[src/rtl/edge_pulse_pkg.sv]
// Shared definitions for the edge pulse generator: edge-select encodings
// and the rule deciding whether an accepted level change is a reportable edge.
package edge_pulse_pkg;

  typedef enum logic [1:0] {
    MODE_RISE = 2'b00,
    MODE_FALL = 2'b01,
    MODE_BOTH = 2'b10,
    MODE_OFF  = 2'b11
  } mode_e;

  // new_lvl is the level just accepted; the old level is its complement.
  function automatic logic edge_qualify(input mode_e m, input logic new_lvl);
    case (m)
      MODE_RISE: edge_qualify = new_lvl;
      MODE_FALL: edge_qualify = ~new_lvl;
      MODE_BOTH: edge_qualify = 1'b1;
      default:   edge_qualify = 1'b0;
    endcase
  endfunction

endpackage

[src/rtl/edge_pulse_channel.sv]
// One channel: synchroniser chain, debounce counter, and a retriggerable
// fixed-width pulse stretcher. pulse_next is exported for the shared any_pulse flop.
module edge_pulse_channel
  import edge_pulse_pkg::*;
#(
  parameter int SYNC_STAGES     = 2,
  parameter int DEBOUNCE_CYCLES = 4,
  parameter int PULSE_WIDTH     = 1
) (
  input  logic  clk,
  input  logic  reset,
  input  logic  data_in,
  input  mode_e mode,
  output logic  pulse,
  output logic  level_out,
  output logic  pulse_next
);

  localparam int DW = $clog2(DEBOUNCE_CYCLES) + 1;
  localparam int WW = $clog2(PULSE_WIDTH) + 1;

  logic [SYNC_STAGES-1:0] sync_q;
  logic [DW-1:0]          db_cnt_q, db_cnt_d;
  logic [WW-1:0]          w_cnt_q, w_cnt_d;
  logic                   level_d;
  logic                   accept;
  logic                   s;

  assign s = sync_q[SYNC_STAGES-1];

  always_comb begin
    db_cnt_d   = '0;
    level_d    = level_out;
    accept     = 1'b0;
    w_cnt_d    = w_cnt_q;
    pulse_next = pulse;
    if (s != level_out) begin
      if (db_cnt_q == DW'(DEBOUNCE_CYCLES - 1)) begin
        level_d = s;
        accept  = 1'b1;
      end else begin
        db_cnt_d = db_cnt_q + DW'(1);
      end
    end
    // A qualified edge reloads the width counter even mid-pulse, so back-to-back
    // events merge into one continuous pulse.
    if (accept && edge_qualify(mode, s)) begin
      pulse_next = 1'b1;
      w_cnt_d    = WW'(PULSE_WIDTH - 1);
    end else if (pulse) begin
      if (w_cnt_q == '0) pulse_next = 1'b0;
      else               w_cnt_d    = w_cnt_q - WW'(1);
    end
  end

  always_ff @(posedge clk or posedge reset) begin
    if (reset) begin
      sync_q    <= '0;
      db_cnt_q  <= '0;
      w_cnt_q   <= '0;
      level_out <= 1'b0;
      pulse     <= 1'b0;
    end else begin
      sync_q[0] <= data_in;
      for (int i = 1; i < SYNC_STAGES; i++) sync_q[i] <= sync_q[i-1];
      db_cnt_q  <= db_cnt_d;
      w_cnt_q   <= w_cnt_d;
      level_out <= level_d;
      pulse     <= pulse_next;
    end
  end

endmodule

[src/rtl/edge_pulse_generator.sv]
// Multi-channel debounced edge detector: CHANNELS independent lanes sharing
// one edge-select mode, plus a registered OR of all pulses.
module edge_pulse_generator
  import edge_pulse_pkg::*;
#(
  parameter int CHANNELS        = 4,
  parameter int SYNC_STAGES     = 2,
  parameter int DEBOUNCE_CYCLES = 4,
  parameter int PULSE_WIDTH     = 1
) (
  input  logic                clk,
  input  logic                reset,
  input  logic [CHANNELS-1:0] data_in,
  input  logic [1:0]          mode,
  output logic [CHANNELS-1:0] pulse,
  output logic [CHANNELS-1:0] level_out,
  output logic                any_pulse
);

  mode_e               mode_sel;
  logic [CHANNELS-1:0] pulse_next;

  assign mode_sel = mode_e'(mode);

  for (genvar g = 0; g < CHANNELS; g++) begin : g_ch
    edge_pulse_channel #(
      .SYNC_STAGES     (SYNC_STAGES),
      .DEBOUNCE_CYCLES (DEBOUNCE_CYCLES),
      .PULSE_WIDTH     (PULSE_WIDTH)
    ) u_ch (
      .clk        (clk),
      .reset      (reset),
      .data_in    (data_in[g]),
      .mode       (mode_sel),
      .pulse      (pulse[g]),
      .level_out  (level_out[g]),
      .pulse_next (pulse_next[g])
    );
  end

  // Built from next-state pulses so it lands on the same edge as pulse.
  always_ff @(posedge clk or posedge reset) begin
    if (reset) any_pulse <= 1'b0;
    else       any_pulse <= |pulse_next;
  end

endmodule

[config.mk]
export PLATFORM = sky130hd
export DESIGN_NAME = edge_pulse_generator
export DESIGN_NICKNAME = d
export VERILOG_FILES = /design/src/rtl/edge_pulse_pkg.sv /design/src/rtl/edge_pulse_channel.sv /design/src/rtl/edge_pulse_generator.sv
export SDC_FILE = /design/constraint.sdc
export NUM_CORES = 1
export LEC_CHECK = 0
export ABC_CLOCK_PERIOD_IN_PS = 1700
export CORE_MARGIN = 2
export CORE_UTILIZATION = 51
export CTS_CLUSTER_SIZE = 25
export DETAILED_ROUTE_END_ITERATION = 6
export PLACE_DENSITY = 0.79
export SYNTH_ARGS = -nofsm -noshare
export SYNTH_HDL_FRONTEND = slang
export SYNTH_SLANG_ARGS = --single-unit
[constraint.sdc]
create_clock -name clk -period 1.7 [get_ports clk]
set_input_delay 0.255 -clock clk [delete_from_list [all_inputs] [get_ports clk]]
set_output_delay 0.255 -clock clk [all_outputs]
set_load 0.01 [all_outputs]
Word level (Yosys, flattened, before mapping)
Cells that the tools add are included.

storage, ports and cells
  flip-flop bits (word level) = 33
  bits in latches = 0
  RAM bits = 0
  memory bits (read-only) = 0
  output and inout port bits = 9
  word-level logic and storage cells = 101
  memories = 0

operators by class
  $add $sub $neg = 8
  $mul = 0
  divide/modulo/power cells = 0
  order comparisons = 0
  equal/unequal tests = 10
  shift-type cells = 0
  mux-type cells = 44
  bitwise operators = 4
  reduce and logical (&&, ||, !) cells = 14

operators by type and width
  kind                                                                   number
  1-bit 2-to-1 mux                                                       32
  3-bit 2-to-1 mux                                                       8
  3-bit by 1-bit adder with 3-bit output, second input constant          4
  3-bit by 2-bit equality test with 1-bit output, second input constant  4
  1-bit one-hot mux with 3 select lines                                  4
  2-bit AND reduction                                                    4
  2-bit nonzero test                                                     4
  1-bit logical AND                                                      4
  1-bit != test                                                          4
  1-bit NOT                                                              4
  4-bit OR reduction                                                     1
  1-bit subtractor, second input constant                                4
  2-bit by 1-bit equality test with 1-bit output, second input constant  1
  2-bit equality test, second input constant                             1
  2-bit zero test                                                        1

Depth between registers and ports, before layout
  depth after elaboration = 6
  depth in mapped cells = 4
  mapped depth without buffers = 4

Hierarchy
From an unflattened synthesis, not the netlist that was laid out.

unflattened totals
  cells, all modules = 79
  area total of the unflattened synthesis = 1147.4 µm²

by module, submodules not included
  module                instances  cells an instance  area each (µm²)  seq. area each (µm²)
  edge_pulse_channel    4          19                 277.8            175.2
  edge_pulse_generator  1          3                  36.3             25.0

Worst setup path after synthesis
OpenSTA, ideal clock, no wires.

  path type = register to register
  from = register g_ch[0].u_ch.db_cnt_q[0]
  to = register any_pulse
  setup time = 0.139 ns
  arrival time = 1.311 ns
  path slack = 0.250 ns
  stages on the path, launching flop included = 5
  path buffers = 0
  period minus slack after synthesis = 1.450 ns
  path through = dfrtp_1 ha_1 nor2b_1 o21a_1 or4_1

between the ends
  longest elaborated chain between the ends = 6

RTL lines
  element                                         line                        RTL
  start: declaration                              edge_pulse_channel.sv:23    logic [DW-1:0] db_cnt_q, db_cnt_d;
  start signal: assignment                        edge_pulse_channel.sv:66    db_cnt_q <= db_cnt_d;
  3-bit by 2-bit equality test with 1-bit output  edge_pulse_channel.sv:38    if (db_cnt_q == DW'(DEBOUNCE_CYCLES - 1)) begin
  1-bit 2-to-1 mux                                edge_pulse_channel.sv:38
  1-bit 2-to-1 mux                                edge_pulse_channel.sv:37    if (s != level_out) begin
  1-bit logical AND                               edge_pulse_channel.sv:47    if (accept && edge_qualify(mode, s)) begin
  1-bit 2-to-1 mux                                edge_pulse_channel.sv:47
  named net g_ch[0].u_ch.pulse_next               edge_pulse_channel.sv:16    output logic pulse_next
  4-bit OR reduction                              edge_pulse_generator.sv:44  else any_pulse <= |pulse_next;
  end signal: assignment                          edge_pulse_generator.sv:44
  end: declaration                                edge_pulse_generator.sv:17  output logic any_pulse

The timed path passes the listed nets, and every way through them passes these cells.
A chain may end at the register's enable or synchronous reset.

Worst setup path in the final report
  from = register g_ch[3].u_ch.level_out
  to = output port level_out[3]

RTL lines
  element                   line                        RTL
  start: declaration        edge_pulse_channel.sv:15    output logic level_out,
  start signal: assignment  edge_pulse_channel.sv:68    level_out <= level_d;
  end: declaration          edge_pulse_generator.sv:16  output logic [CHANNELS-1:0] level_out,

No word-level cell between the ends.

==> reports/results.ini <==
[floorplanning]
rows = 17
start_util = 0.5334
dieArea_mm2 = 0.002666
core_mm2 = 0.002170
fp.dieW_um = 51.64
die_h_um = 51.64
io_pins = 17

[timing]
slew_headroom = 0.7693
worst_slack_ns = 0.1192
fin_skew_ns = 0.006820
worst_pin_slew_ns = 0.3461
whs_ns = 0.3008
fin_crit_sh = 0.9299
rsz0062_at_grt = no
setup_tns_ns = 0
period_needed_ns = 1.581
hold_viol_final = 0
fmax_ghz = 0.6326
setup_viol = 0
slew_violations = 0

[placement]
place_congestion = 0.8230
io_buffers = 16
dp_hpwl_mm = 1.218
dpl.cell_count = 126
preCtsSetupSlack_ns = -0.1986

[power_and_ir_drop]
power_density_mw_per_mm2 = 1326
p_leak_uw = 0.0006171
ir_drop_uv = 794.5
report.power.total_uw = 1808

[clock_tree]
path_clk_slew_ns = 0.08
cts_resized = 0
clockRootBuffer = clkbuf_4
h-tree-depth = 2
cts_tree = built
cts_setup_buffers = 0
cts_buffer_depth = 2
clk_latency_ns = 0.31
cts_made_buffers = 5
cts_hold_buffers = 0
clock-sinks = 29

[synth]
synthArstFlopShare = 1.000
ys_types = 18
syn-num-nets = 99
avgSynthCellArea_um2 = 13.30
yosysTopAreaCellShare = 0.6270
synthFlopType = dfrtp_1
synth_seq_cells = 29
ys_warn_count = 0
synth.most_common_cell = dfrtp_1
synth_area_mm2 = 0.001157
syn_inst = 87
synth_top_cell_by_area = dfrtp_1
synthTopCellsByArea = dfrtp_1, nor3b_1, buf_4
yosysSeqAreaShare = 0.6270
synth-edff-count = 0
synthTopCellsByCount = dfrtp_1, nor3b_1, buf_4

[global_routing]
grt_pass1_vias = 663
antenna_found_initial = 0
grt_overflow = 0
grt_max_degree = 30
grt_pass1_wl_mm = 2.918
grt_use_total = 0.1621

[routing]
wl_per_cell_um = 12.31
route.detailed.drc = 0
via_count = 653
wirelength_mm = 1.650
ant_nets = 0
drt_first_pass_iters = 3
avgViaCountPerCell = 4.873
initialDrtViolationCount = 4

[final_layout]
nets = 117
antennaDiodeCount = 0
drive_gt1_frac = 0.1321
area_growth_syn_to_layout_pct = 17.84
num-fill-cells = 191
instances_no_fill = 134

[flow_run]
maxCapViolations = 0

[worst_setup_path]
worstPathMaxFanout = 5
crit_arrival_ns = 1.33
path_class = reg -> out
crit_path_end_kind = output port
crit_chain = clkdlybuf4s50_1
cpPeakStageDelay_ns = 0.58
path_buf_inv = 1
worst_ep_required_time_ns = 1.44
worst_path_max_delay_cell = clkdlybuf4s50_1
cp_top_family = buffers and inverters
cp-start-kind = register

[outcome]
outcome = finished clean

[worst_hold_path]
hp-class = in -> async

worst paths after layout:
path	from	endpoint	slack [ns]	depth (start not counted)
setup / recovery	g_ch[3].u_ch.level_out	level_out[3]	0.12	1
setup reg to reg	g_ch[0].u_ch.db_cnt_q[0]	any_pulse	0.16	4
hold reg to reg	g_ch[1].u_ch.sync_q[0]	g_ch[1].u_ch.sync_q[1]	0.36	0
hold / removal	reset	g_ch[2].u_ch.sync_q[0]	0.30	3
max in group asynchronous	reset	g_ch[0].u_ch.level_out	1.14	3
min in group clk	g_ch[1].u_ch.sync_q[0]	g_ch[1].u_ch.sync_q[1]	0.36	0
power by group:
part	internal (uW)	leakage (uW)	switching (uW)
clock	164	0.0000265	205
sequential	832	0.000370	102
combinational	297	0.000221	208
cell type report:
cell class / instances / area (um^2) / area share
clock buffers: 8 / 48.80 / 0.03578
well taps: 28 / 35.03 / 0.02569
inverters: 1 / 3.754 / 0.002752
repair buffers: 19 / 182.7 / 0.1339
flip-flops and latches: 29 / 725.7 / 0.5321
multi-input cells: 49 / 367.9 / 0.2697
routing by layer:
layer  wire length [um]  GRT usage  part of all wire  up-vias
li1                   -          -                 -      326
met1                730     0.1815              0.44      306
met2                783     0.2372              0.47       15
met3                 74    0.08046             0.045        6
met4                 62     0.1184             0.038        0
met5                  0          0                 0        -
worst reg2reg max path: stages (launching register included):
cell and delay, ns:
dfrtp_1 0.39, ha_1 0.22, nor2b_1 0.18, o21a_1 0.13
or4_1 0.51
state kept, by name, indices dropped and copies added, names as in the netlist:
| name | count |
|---|---|
| g_ch.u_ch.level_out | 4 |
| g_ch.u_ch.sync_q | 8 |
| any_pulse | 1 |
| g_ch.u_ch.db_cnt_q | 12 |
| g_ch.u_ch.pulse | 4 |
cells by family after synthesis:
logic type                 share of synthesized area
AOI/OAI and AO/OA                            0.04108
xor gates and xnor gates                     0.02271
adders and majority gates                    0.04324
buffers and inverters                        0.05513
DFF                                           0.6270
muxes                                        0.03892
and+or+nand+nor                               0.1719
metrics by stage:
step                      utilization  area, um^2
after global routing           0.6286        1364
final                          0.6286        1364
after CTS                      0.6286        1364
after global placement         0.6061        1315
after detailed placement       0.6061        1315
after floorplan                     -        1157
cells in the final DEF, fill, tap and decap left out, drive strengths merged, types with 2 or more instances in the layout:
master	instances
nand2b	5
nor3	4
nor2b	6
clkdlybuf4s50	16
dfrtp	29
mux2	4
xnor2	3
a21oi	2
or2b	2
nor2	3
clkbuf	8
ha	4
nor3b	9
o21a	3
buf	3
Note: power is estimated with default switching activity, not from simulation.
